==> src/rtl/rv_pipe_pkg.sv <==
// Shared encodings for the RV32I pipeline stages: ALU operations and forwarding selects.
package rv_pipe_pkg;
   localparam logic [2:0] ALU_ADD = 3'b000;
   localparam logic [2:0] ALU_SUB = 3'b001;
   localparam logic [2:0] ALU_AND = 3'b010;
   localparam logic [2:0] ALU_OR  = 3'b011;
   localparam logic [2:0] ALU_SLT = 3'b101;

   localparam logic [1:0] FWD_RF  = 2'b00;
   localparam logic [1:0] FWD_WB  = 2'b01;
   localparam logic [1:0] FWD_MEM = 2'b10;
endpackage

==> src/rtl/alu.sv <==
// 32-bit ALU: add, sub, and, or, slt, with zero/negative/overflow/carry flags.
module alu
   import rv_pipe_pkg::*;
(
   input  logic [31:0] A,
   input  logic [31:0] B,
   input  logic [2:0]  ALUControl,
   output logic [31:0] Result,
   output logic        Z,
   output logic        N,
   output logic        V,
   output logic        C
);
   logic        sub;
   logic        arith;
   logic [31:0] bx;
   logic [32:0] sum;

   assign sub   = (ALUControl == ALU_SUB) || (ALUControl == ALU_SLT);
   assign arith = (ALUControl == ALU_ADD) || sub;
   assign bx    = sub ? ~B : B;
   assign sum   = {1'b0, A} + {1'b0, bx} + {32'd0, sub};

   always_comb begin
      Result = 32'd0;
      case (ALUControl)
         ALU_ADD, ALU_SUB: Result = sum[31:0];
         ALU_AND:          Result = A & B;
         ALU_OR:           Result = A | B;
         // slt follows the raw sign of A-B; overflow is deliberately not folded in
         ALU_SLT:          Result = {31'd0, sum[31]};
         default:          Result = 32'd0;
      endcase
   end

   assign Z = (Result == 32'd0);
   assign N = Result[31];
   assign C = arith & sum[32];
   assign V = arith & (A[31] == bx[31]) & (sum[31] != A[31]);
endmodule

==> src/rtl/execute_cycle.sv <==
// EX stage: operand forwarding, ALU-B source select, beq resolution and the EX/MEM register.
module execute_cycle
   import rv_pipe_pkg::*;
#(
   parameter int XLEN = 32,
   parameter int REGW = 5
) (
   input  logic            clk,
   input  logic            rst,
   input  logic            RegWriteE,
   input  logic            MemWriteE,
   input  logic            ResultSrcE,
   input  logic            BranchE,
   input  logic            ALUSrcE,
   input  logic [2:0]      ALUControlE,
   input  logic [XLEN-1:0] RD1E,
   input  logic [XLEN-1:0] RD2E,
   input  logic [XLEN-1:0] ImmExtE,
   input  logic [REGW-1:0] RdE,
   input  logic [XLEN-1:0] PCE,
   input  logic [XLEN-1:0] PCPlus4E,
   input  logic [1:0]      ForwardAE,
   input  logic [1:0]      ForwardBE,
   input  logic [XLEN-1:0] ResultW,
   input  logic            StallM,
   input  logic            FlushM,
   output logic            PCSrcE,
   output logic [XLEN-1:0] PCTargetE,
   output logic            RegWriteM,
   output logic            MemWriteM,
   output logic            ResultSrcM,
   output logic [REGW-1:0] RdM,
   output logic [XLEN-1:0] ALUResultM,
   output logic [XLEN-1:0] WriteDataM,
   output logic [XLEN-1:0] PCPlus4M
);
   logic [XLEN-1:0] srca, srcb_fwd, srcb, alu_result;
   logic            zero;
   logic            alu_n_unused, alu_v_unused, alu_c_unused;

   // MEM-stage forward taps the registered ALUResultM, so no combinational loop through the ALU
   always_comb begin
      srca = RD1E;
      case (ForwardAE)
         FWD_WB:  srca = ResultW;
         FWD_MEM: srca = ALUResultM;
         default: srca = RD1E;
      endcase
   end

   always_comb begin
      srcb_fwd = RD2E;
      case (ForwardBE)
         FWD_WB:  srcb_fwd = ResultW;
         FWD_MEM: srcb_fwd = ALUResultM;
         default: srcb_fwd = RD2E;
      endcase
   end

   assign srcb = ALUSrcE ? ImmExtE : srcb_fwd;

   alu u_alu (
      .A          (srca),
      .B          (srcb),
      .ALUControl (ALUControlE),
      .Result     (alu_result),
      .Z          (zero),
      .N          (alu_n_unused),
      .V          (alu_v_unused),
      .C          (alu_c_unused)
   );

   // Stall/flush interaction with the redirect belongs to the hazard unit
   assign PCSrcE    = BranchE & zero;
   assign PCTargetE = PCE + ImmExtE;

   always_ff @(posedge clk or negedge rst) begin
      if (!rst) begin
         RegWriteM  <= 1'b0;
         MemWriteM  <= 1'b0;
         ResultSrcM <= 1'b0;
         RdM        <= '0;
         ALUResultM <= '0;
         WriteDataM <= '0;
         PCPlus4M   <= '0;
      end else if (FlushM) begin
         RegWriteM  <= 1'b0;
         MemWriteM  <= 1'b0;
         ResultSrcM <= 1'b0;
         RdM        <= '0;
         ALUResultM <= '0;
         WriteDataM <= '0;
         PCPlus4M   <= '0;
      end else if (!StallM) begin
         RegWriteM  <= RegWriteE;
         MemWriteM  <= MemWriteE;
         ResultSrcM <= ResultSrcE;
         RdM        <= RdE;
         ALUResultM <= alu_result;
         WriteDataM <= srcb_fwd;
         PCPlus4M   <= PCPlus4E;
      end
   end
endmodule

==> config.mk <==
export PLATFORM = sky130hd
export DESIGN_NAME = execute_cycle
export DESIGN_NICKNAME = d
export VERILOG_FILES = /design/src/rtl/rv_pipe_pkg.sv /design/src/rtl/alu.sv /design/src/rtl/execute_cycle.sv
export SDC_FILE = /design/constraint.sdc
export NUM_CORES = 1
export LEC_CHECK = 0
export CAP_MARGIN = 30
export CORE_MARGIN = 4
export CORE_UTILIZATION = 40
export DETAILED_ROUTE_END_ITERATION = 10
export PLACE_DENSITY = 0.78
export SYNTH_ARGS = -nofsm -noshare
export SYNTH_HDL_FRONTEND = slang
export SYNTH_HIERARCHICAL = 1
export SYNTH_SLANG_ARGS = --single-unit
==> constraint.sdc <==
create_clock -name clk -period 21.8 [get_ports clk]
set_input_delay 4.36 -clock clk [delete_from_list [all_inputs] [get_ports clk]]
set_output_delay 4.36 -clock clk [all_outputs]
set_load 0.02 [all_outputs]
==> results of run 1 <==
==> cell usage in the layout (no fill, tap or decap), types with 4 or more instances in the layout <==
cell type,count
sky130_fd_sc_hd__o21a_1,14
sky130_fd_sc_hd__clkdlybuf4s50_1,345
sky130_fd_sc_hd__xor2_1,20
sky130_fd_sc_hd__a21oi_1,129
sky130_fd_sc_hd__and3_1,9
sky130_fd_sc_hd__nor2_1,212
sky130_fd_sc_hd__mux2i_1,74
sky130_fd_sc_hd__nor3_1,13
sky130_fd_sc_hd__o21ai_0,89
sky130_fd_sc_hd__nand4_1,11
sky130_fd_sc_hd__nand2_1,122
sky130_fd_sc_hd__o21bai_1,6
sky130_fd_sc_hd__nand2b_1,4
sky130_fd_sc_hd__o22ai_1,10
sky130_fd_sc_hd__clkbuf_16,9
sky130_fd_sc_hd__o21ai_1,30
sky130_fd_sc_hd__nor2b_1,6
sky130_fd_sc_hd__nand3_1,9
sky130_fd_sc_hd__a211oi_1,9
sky130_fd_sc_hd__xnor2_1,64
sky130_fd_sc_hd__ha_1,72
sky130_fd_sc_hd__dfrtp_1,104
sky130_fd_sc_hd__a22oi_1,68
sky130_fd_sc_hd__inv_1,19
sky130_fd_sc_hd__o31ai_1,7
sky130_fd_sc_hd__o211ai_1,10
sky130_fd_sc_hd__buf_16,4
sky130_fd_sc_hd__maj3_1,9
sky130_fd_sc_hd__and2_1,10
sky130_fd_sc_hd__a21o_1,23
sky130_fd_sc_hd__a31oi_1,20
sky130_fd_sc_hd__buf_4,14
==> through the flow <==
| stage | area [sq um] | hold slack [ps] | util [%] | total power [uW] |
|---|---|---|---|---|
| floorplan | 10300 | 626 | - | 473 |
| global placement | 13900 | 499 | 55.1 | 635 |
| detailed placement | 14000 | 511 | 55.6 | 640 |
| CTS | 14400 | 528 | 56.9 | 825 |
| global route | 14400 | 556 | 56.9 | 872 |
| finish | 14400 | 525 | 56.9 | 831 |
==> layer usage <==
metal / vias to the layer above / part of all wire (%) / wire [um] / global-route usage [%]
met3: 109 / 11 / 4910 / 8.80
met4: 2 / 3.4 / 1520 / 10.2
met1: 5524 / 39 / 17500 / 38.8
met2: 685 / 46 / 20500 / 48.0
li1: 5416 / - / - / -
met5: - / 0.029 / 13 / 0
==> tightest hold or removal path: cells and delay by family, from the launching register on <==
kind            cells  cell delay, ps
flops               1             350
simple gates        1              70
compound gates      1              70
==> area by class of cell <==
type / instances / area [sq um] / area share (%)
clock buffers: 9 / 225 / 1.57
flip-flops and latches: 104 / 2600 / 18.1
repair buffers: 366 / 3700 / 25.8
clock inverters: 7 / 93.8 / 0.653
well taps: 330 / 413 / 2.87
multi-input cells: 1123 / 7250 / 50.5
inverters: 19 / 71.3 / 0.497
==> path summary, 6_finish.rpt <==
kind / endpoint / slack [ps] / from
max in group asynchronous: ALUResultM[30] / 16780 / rst
max reg2reg: ALUResultM[24] / 17390 / ALUResultM[15]
min in group asynchronous: PCPlus4M[7] / 3910 / rst
max: PCSrcE / 6710 / ForwardBE[0]
min reg2reg: WriteDataM[31] / 530 / WriteDataM[31]
min: WriteDataM[31] / 530 / WriteDataM[31]
==> state kept, by name, summed over array words and instances (netlist names) <==
signal      count
ALUResultM     32
MemWriteM       1
PCPlus4M       32
RdM             5
RegWriteM       1
ResultSrcM      1
WriteDataM     32
==> power groups by stage <==
stage / Combinational (uW) / Clock (uW) / Sequential (uW)
after floorplan: 242 / 0 / 230
after global placement: 417 / 0 / 219
after detailed placement: 421 / 0 / 219
after CTS: 424 / 185 / 215
after global routing: 463 / 192 / 217
final: 432 / 183 / 216
==> flow_results.xml, run 1 <==
<?xml version="1.0" encoding="UTF-8"?>
<metrics>
  <group name="status">
    <metric name="run_status" unit="">completed</metric>
  </group>
  <group name="routing">
    <metric name="route.antenna.remaining_nets" unit="">0</metric>
    <metric name="drt-wirelength-per-cell" unit="um">22.7</metric>
    <metric name="vias" unit="">11700</metric>
    <metric name="via_per_inst" unit="">5.99</metric>
    <metric name="number_of_detailed_route_iterations_in_the_first_pass" unit="">6</metric>
    <metric name="wl" unit="mm">44.4</metric>
    <metric name="drt_iter0_drc" unit="">1356</metric>
    <metric name="drc_errors" unit="">0</metric>
  </group>
  <group name="finish">
    <metric name="areaGrowthSynthToFinish" unit="%">39.7</metric>
    <metric name="final_cell_count_no_fill" unit="">1958</metric>
    <metric name="post_route_cells_drive_above_1_share" unit="%">3.62</metric>
    <metric name="filler_cell_count" unit="">2291</metric>
    <metric name="diodes" unit="">0</metric>
    <metric name="design.final.nets" unit="">1911</metric>
  </group>
  <group name="power_and_ir_drop">
    <metric name="power.density_cell_area" unit="nW/um^2">57.8</metric>
    <metric name="comb_power_share" unit="%">52.0</metric>
    <metric name="p_switching" unit="uW">356</metric>
    <metric name="cellInternalPower" unit="uW">474</metric>
    <metric name="power_leakage" unit="uW">0.00606</metric>
    <metric name="clockPowerShare" unit="%">22.0</metric>
    <metric name="power.switching_fraction" unit="%">42.9</metric>
    <metric name="max-vdd-ir-drop" unit="V">0.0000353</metric>
    <metric name="part_of_the_total_power_dissipated_in_sequential_elements" unit="%">26.0</metric>
  </group>
  <group name="yosys">
    <metric name="synthesis.nets" unit="">1627</metric>
    <metric name="post_synth_inst_count" unit="">1339</metric>
    <metric name="yosys_warnings" unit="">6</metric>
    <metric name="syn_area" unit="sq um">10300</metric>
    <metric name="synth.avg_cell_area" unit="sq um">7.68</metric>
  </group>
  <group name="sta">
    <metric name="setup_violations" unit="">0</metric>
    <metric name="final-max-slew-violation-count" unit="">0</metric>
    <metric name="fin_setup_tns" unit="ps">0</metric>
    <metric name="finalWorstPathRequiredPeriod" unit="ps">15090</metric>
    <metric name="slew-limit-headroom" unit="%">34.3</metric>
    <metric name="hold_viol_final" unit="">0</metric>
    <metric name="finalClockSkew" unit="ps">10.6</metric>
    <metric name="max_freq" unit="GHz">0.0663</metric>
    <metric name="worst_margin_slew" unit="ps">976</metric>
    <metric name="finalWorstSetupSlack" unit="ps">6710</metric>
    <metric name="rsz0062_at_grt" unit="">false</metric>
    <metric name="period_share" unit="%">69.2</metric>
  </group>
  <group name="cts">
    <metric name="clock_sink_count" unit="">104</metric>
    <metric name="cts_root_buf" unit="">sky130_fd_sc_hd__clkbuf_16</metric>
    <metric name="post_cts.repair.setup_buffers" unit="">0</metric>
    <metric name="clock_latency" unit="ps">370</metric>
    <metric name="cts.path.max_buffers" unit="">2</metric>
    <metric name="cts-hold-fix-buffers" unit="">0</metric>
    <metric name="cts_buffers" unit="">9</metric>
    <metric name="tritoncts_clock_tree" unit="">done</metric>
    <metric name="cts_repair_resize_count" unit="">0</metric>
    <metric name="deepest_level_of_the_cts_h_tree" unit="">3</metric>
    <metric name="cts.clk_slew.worst_paths" unit="ps">90</metric>
  </group>
  <group name="place">
    <metric name="finalWeightedCongestion" unit="">1.01</metric>
    <metric name="post-dp-hpwl" unit="mm">34.7</metric>
    <metric name="numPlacedInstances" unit="">1942</metric>
    <metric name="port-buffer-count" unit="">349</metric>
    <metric name="place_worst_setup_slack" unit="ps">7000</metric>
  </group>
  <group name="setup_path">
    <metric name="cp-start-kind" unit="">input port</metric>
    <metric name="worstSetupPathDepth" unit="">21</metric>
    <metric name="worstRegToRegCells" unit="">15</metric>
    <metric name="crit_buf_inv" unit="">4</metric>
    <metric name="critical_path.max_fanout" unit="">38</metric>
    <metric name="cp.arrival" unit="ps">10730</metric>
    <metric name="cp_cell_sequence" unit="">clkdlybuf4s50_1, inv_1, ha_2, buf_12, nor2_1, a21oi_1, o21ai_1, xnor2_1, ha_1, a21oi_1, o21ai_0, a211oi_1, a31oi_1, a211oi_1, mux2_2, o21bai_1, nor4_1, nand4b_1, nor4_2, and2_1, clkdlybuf4s50_1</metric>
    <metric name="worst_setup_path_end_kind" unit="">output port</metric>
    <metric name="critPathMaxStageDelay" unit="ps">660</metric>
    <metric name="slowest_stage" unit="">sky130_fd_sc_hd__ha_2</metric>
    <metric name="criticalPathCategory" unit="">in2out</metric>
    <metric name="critPathTopFamily" unit="">compound AO/OA/AOI/OAI gates</metric>
    <metric name="worst-endpoint-required" unit="ps">17440</metric>
  </group>
  <group name="global_routing">
    <metric name="grt_first_pass_wirelength" unit="mm">66.9</metric>
    <metric name="grt_pass1_vias" unit="">11400</metric>
    <metric name="maximum_number_of_pins_on_one_net_before_global_route_repair" unit="">76</metric>
    <metric name="grt_antenna_before_repair" unit="">1</metric>
    <metric name="grt_overflow_total" unit="">0</metric>
    <metric name="grt_usage" unit="%">30.0</metric>
  </group>
  <group name="floorplanning">
    <metric name="placementRows" unit="">58</metric>
    <metric name="pin_count" unit="">350</metric>
    <metric name="core_region_area" unit="sq um">25300</metric>
    <metric name="die_height" unit="um">168</metric>
    <metric name="chipWidth" unit="um">168</metric>
    <metric name="floorplan.initialDensity" unit="%">40.7</metric>
    <metric name="die_area" unit="sq um">28300</metric>
  </group>
  <group name="worst_hold_path">
    <metric name="min-delay-path-class" unit="">reg2reg</metric>
    <metric name="number_of_cells_traversed_by_the_worst_hold_path" unit="">2</metric>
  </group>
  <group name="run">
    <metric name="max-cap-violations" unit="">0</metric>
  </group>
</metrics>
No activity file was read; power rests on OpenSTA's default activity.
==> run 2, diff against run 1 <==
--- a/config.mk
+++ b/config.mk
@@ -9,7 +9,7 @@
 export CORE_MARGIN = 4
 export CORE_UTILIZATION = 40
 export DETAILED_ROUTE_END_ITERATION = 10
-export PLACE_DENSITY = 0.78
+export PLACE_DENSITY = 0.81
 export SYNTH_ARGS = -nofsm -noshare
 export SYNTH_HDL_FRONTEND = slang
 export SYNTH_HIERARCHICAL = 1
==> constraint.sdc (replaced) <==
create_clock -name clk -period 13.7 [get_ports clk]
set_input_delay 2.74 -clock clk [delete_from_list [all_inputs] [get_ports clk]]
set_output_delay 2.74 -clock clk [all_outputs]
set_load 0.02 [all_outputs]
==> run 2 against run 1 <==
  * Utilization decreased by 0.11 points
  * Sequential cell count is the same
  * Register-to-register slack worse by 8100 ps
  * Critical endpoint unchanged
  * Clock power grew 59%
  * Total power up 59%
==> flow_results.xml, run 2 (synthesis results as in run 1) <==
<?xml version="1.0" encoding="UTF-8"?>
<metrics>
  <group name="setup_path">
    <metric name="critical_path.max_fanout" unit="">18</metric>
    <metric name="critical_path.reg2reg.startpoint" unit="">ALUResultM[2]</metric>
    <metric name="criticalPathCategory" unit="">in2out</metric>
    <metric name="cp.arrival" unit="ps">9350</metric>
    <metric name="rr_endpoint" unit="">ALUResultM[21]</metric>
    <metric name="reg2reg_setup_slack" unit="ps">9300</metric>
    <metric name="worst-endpoint-required" unit="ps">10960</metric>
    <metric name="cp-start-kind" unit="">input port</metric>
    <metric name="worst_setup_path_end_kind" unit="">output port</metric>
    <metric name="worstRegToRegCells" unit="">17</metric>
  </group>
  <group name="global_routing">
    <metric name="grt_first_pass_wirelength" unit="mm">67.3</metric>
    <metric name="grt_usage" unit="%">30.1</metric>
    <metric name="grt_overflow_total" unit="">0</metric>
    <metric name="maximum_number_of_pins_on_one_net_before_global_route_repair" unit="">84</metric>
    <metric name="grt_antenna_before_repair" unit="">0</metric>
    <metric name="grt_pass1_vias" unit="">11400</metric>
  </group>
  <group name="routing">
    <metric name="drt_iter0_drc" unit="">1580</metric>
    <metric name="via_per_inst" unit="">5.99</metric>
    <metric name="route.antenna.remaining_nets" unit="">0</metric>
    <metric name="number_of_detailed_route_iterations_in_the_first_pass" unit="">6</metric>
    <metric name="vias" unit="">11700</metric>
    <metric name="drt-wirelength-per-cell" unit="um">22.9</metric>
    <metric name="drc_errors" unit="">0</metric>
    <metric name="wl" unit="mm">44.9</metric>
  </group>
  <group name="cts">
    <metric name="cts_buffers" unit="">9</metric>
    <metric name="clock_latency" unit="ps">370</metric>
    <metric name="cts-hold-fix-buffers" unit="">0</metric>
    <metric name="cts_repair_resize_count" unit="">0</metric>
    <metric name="tritoncts_clock_tree" unit="">done</metric>
    <metric name="cts_root_buf" unit="">sky130_fd_sc_hd__clkbuf_16</metric>
    <metric name="post_cts.repair.setup_buffers" unit="">0</metric>
    <metric name="cts.clk_slew.worst_paths" unit="ps">70</metric>
    <metric name="clock_sink_count" unit="">104</metric>
    <metric name="cts.path.max_buffers" unit="">2</metric>
    <metric name="deepest_level_of_the_cts_h_tree" unit="">3</metric>
  </group>
  <group name="sta">
    <metric name="period_share" unit="%">88.3</metric>
    <metric name="finalClockSkew" unit="ps">21.9</metric>
    <metric name="worst_margin_slew" unit="ps">1040</metric>
    <metric name="rsz0062_at_grt" unit="">false</metric>
    <metric name="final-max-slew-violation-count" unit="">0</metric>
    <metric name="finalWorstPathRequiredPeriod" unit="ps">12090</metric>
    <metric name="hold_viol_final" unit="">0</metric>
    <metric name="setup_violations" unit="">0</metric>
    <metric name="max_freq" unit="GHz">0.0827</metric>
    <metric name="slew-limit-headroom" unit="%">30.8</metric>
    <metric name="fin_setup_tns" unit="ps">0</metric>
  </group>
  <group name="finish">
    <metric name="areaGrowthSynthToFinish" unit="%">39.4</metric>
    <metric name="most-common-layout-cells" unit="">345 x sky130_fd_sc_hd__clkdlybuf4s50_1, 212 x sky130_fd_sc_hd__nor2_1, 129 x sky130_fd_sc_hd__a21oi_1, 122 x sky130_fd_sc_hd__nand2_1, 104 x sky130_fd_sc_hd__dfrtp_1</metric>
    <metric name="filler_cell_count" unit="">2330</metric>
    <metric name="post_route_cells_drive_above_1_share" unit="%">3.56</metric>
    <metric name="design_area" unit="sq um">14300</metric>
    <metric name="layout.cells.most_common" unit="">sky130_fd_sc_hd__clkdlybuf4s50_1</metric>
    <metric name="largestRegisters" unit="">ALUResultM x32, PCPlus4M x32, WriteDataM x32</metric>
    <metric name="design.final.nets" unit="">1910</metric>
  </group>
  <group name="power_and_ir_drop">
    <metric name="comb_power_share" unit="%">52.0</metric>
    <metric name="part_of_the_total_power_dissipated_in_sequential_elements" unit="%">26.0</metric>
    <metric name="clockPowerShare" unit="%">22.0</metric>
    <metric name="p_switching" unit="uW">570</metric>
    <metric name="power_leakage" unit="uW">0.00605</metric>
    <metric name="power.switching_fraction" unit="%">43.1</metric>
    <metric name="cellInternalPower" unit="uW">754</metric>
    <metric name="max-vdd-ir-drop" unit="V">0.0000604</metric>
    <metric name="power.density_cell_area" unit="nW/um^2">92.4</metric>
  </group>
  <group name="floorplanning">
    <metric name="placementRows" unit="">58</metric>
    <metric name="core_region_area" unit="sq um">25300</metric>
    <metric name="chipWidth" unit="um">168</metric>
    <metric name="pin_count" unit="">350</metric>
    <metric name="die_height" unit="um">168</metric>
    <metric name="die_area" unit="sq um">28300</metric>
    <metric name="floorplan.initialDensity" unit="%">40.7</metric>
  </group>
  <group name="place">
    <metric name="placed_area" unit="sq um">14000</metric>
    <metric name="port-buffer-count" unit="">349</metric>
    <metric name="post-dp-hpwl" unit="mm">34.9</metric>
    <metric name="finalWeightedCongestion" unit="">0.997</metric>
  </group>
  <group name="worst_hold_path">
    <metric name="min-delay-path-class" unit="">reg2reg</metric>
    <metric name="hold_start" unit="">WriteDataM[16]</metric>
    <metric name="number_of_cells_traversed_by_the_worst_hold_path" unit="">2</metric>
    <metric name="worstHoldEndpoint" unit="">WriteDataM[16]</metric>
  </group>
  <group name="run">
    <metric name="max-cap-violations" unit="">0</metric>
  </group>
  <group name="status">
    <metric name="run_status" unit="">completed</metric>
  </group>
</metrics>
## run 2: cell count changes in the layout (fill, tap and decap cells not counted)
| cell | change |
|---|---|
| sky130_fd_sc_hd__buf_12 | +1 |
| sky130_fd_sc_hd__buf_16 | -2 |
| sky130_fd_sc_hd__buf_4 | -1 |
| sky130_fd_sc_hd__buf_8 | +1 |
| sky130_fd_sc_hd__diode_2 | +1 |
| sky130_fd_sc_hd__inv_6 | +1 |
| sky130_fd_sc_hd__inv_8 | -1 |
## run 2: area by class of cell
| class | instances | area, sq um | area share (%) |
|---|---|---|---|
| clock inverter | 7 | 91.3 | 0.637 |
| tap | 330 | 413 | 2.88 |
| antenna | 1 | 2.50 | 0.0175 |
| inverter | 19 | 71.3 | 0.498 |
| sequential | 104 | 2600 | 18.2 |
| clock buffer | 9 | 225 | 1.57 |
| timing repair buffer | 365 | 3680 | 25.7 |
| multi-input combinational | 1123 | 7250 | 50.6 |
## run 2: metal layers
layer / share of wire (%) / track usage (%) / routed length (um) / vias to the layer above
met5: 0 / 0 / 0 / -
met4: 2.8 / 8.36 / 1260 / 0
met3: 11 / 8.34 / 5080 / 82
met2: 45 / 46.6 / 20200 / 718
met1: 41 / 41.3 / 18400 / 5519
li1: - / - / - / 5407
## run 2: worst max-delay path, cell delays in order
cell                              delay [ps]
sky130_fd_sc_hd__clkdlybuf4s50_1         490
sky130_fd_sc_hd__ha_1                    840
sky130_fd_sc_hd__buf_4                   350
sky130_fd_sc_hd__a22oi_1                 130
sky130_fd_sc_hd__nor2_1                  140
sky130_fd_sc_hd__a21oi_1                  60
sky130_fd_sc_hd__o21ai_1                 360
sky130_fd_sc_hd__xnor2_1                 170
sky130_fd_sc_hd__ha_1                    330
sky130_fd_sc_hd__a21oi_1                 280
sky130_fd_sc_hd__o21ai_0                 310
sky130_fd_sc_hd__a21oi_1                 410
sky130_fd_sc_hd__o31ai_1                 170
sky130_fd_sc_hd__xor2_1                  180
sky130_fd_sc_hd__o21ai_0                 270
sky130_fd_sc_hd__or4b_1                  510
sky130_fd_sc_hd__nor4_1                  290
sky130_fd_sc_hd__nand4b_1                150
sky130_fd_sc_hd__nor4_2                  370
sky130_fd_sc_hd__and2_1                  190
sky130_fd_sc_hd__clkdlybuf4s50_1         600
## run 2: worst max-delay path by stage
stage	cells past startpoint	slack (ps)	start	endpoint
3_5_place_dp	22	1840	ForwardBE[0]	PCSrcE
6_report	21	1610	ForwardBE[0]	PCSrcE
3_3_place_gp	22	1910	ForwardBE[1]	PCSrcE
2_1_floorplan	20	3530	ALUControlE[1]	PCSrcE
5_1_grt	21	1330	ForwardBE[0]	PCSrcE
4_1_cts	22	1820	ForwardBE[0]	PCSrcE
## run 2: power groups by stage
stage | clock network [uW] | logic [uW] | registers (uW)
final | 291 | 689 | 344
after global placement | 0 | 665 | 349
after floorplan | 0 | 385 | 367
after CTS | 295 | 674 | 344
after global routing | 306 | 736 | 346
after detailed placement | 0 | 669 | 349
## run 2: through the flow
step	hold WS (ps)	power [uW]	setup WS, ps	util (%)	cells
floorplan	626	752	3530	-	1339
global placement	497	1010	1910	55.1	1936
detailed placement	508	1020	1840	55.4	1940
CTS	524	1310	1820	56.6	1956
global route	536	1390	1330	56.8	1957
finish	516	1320	1610	56.8	1958
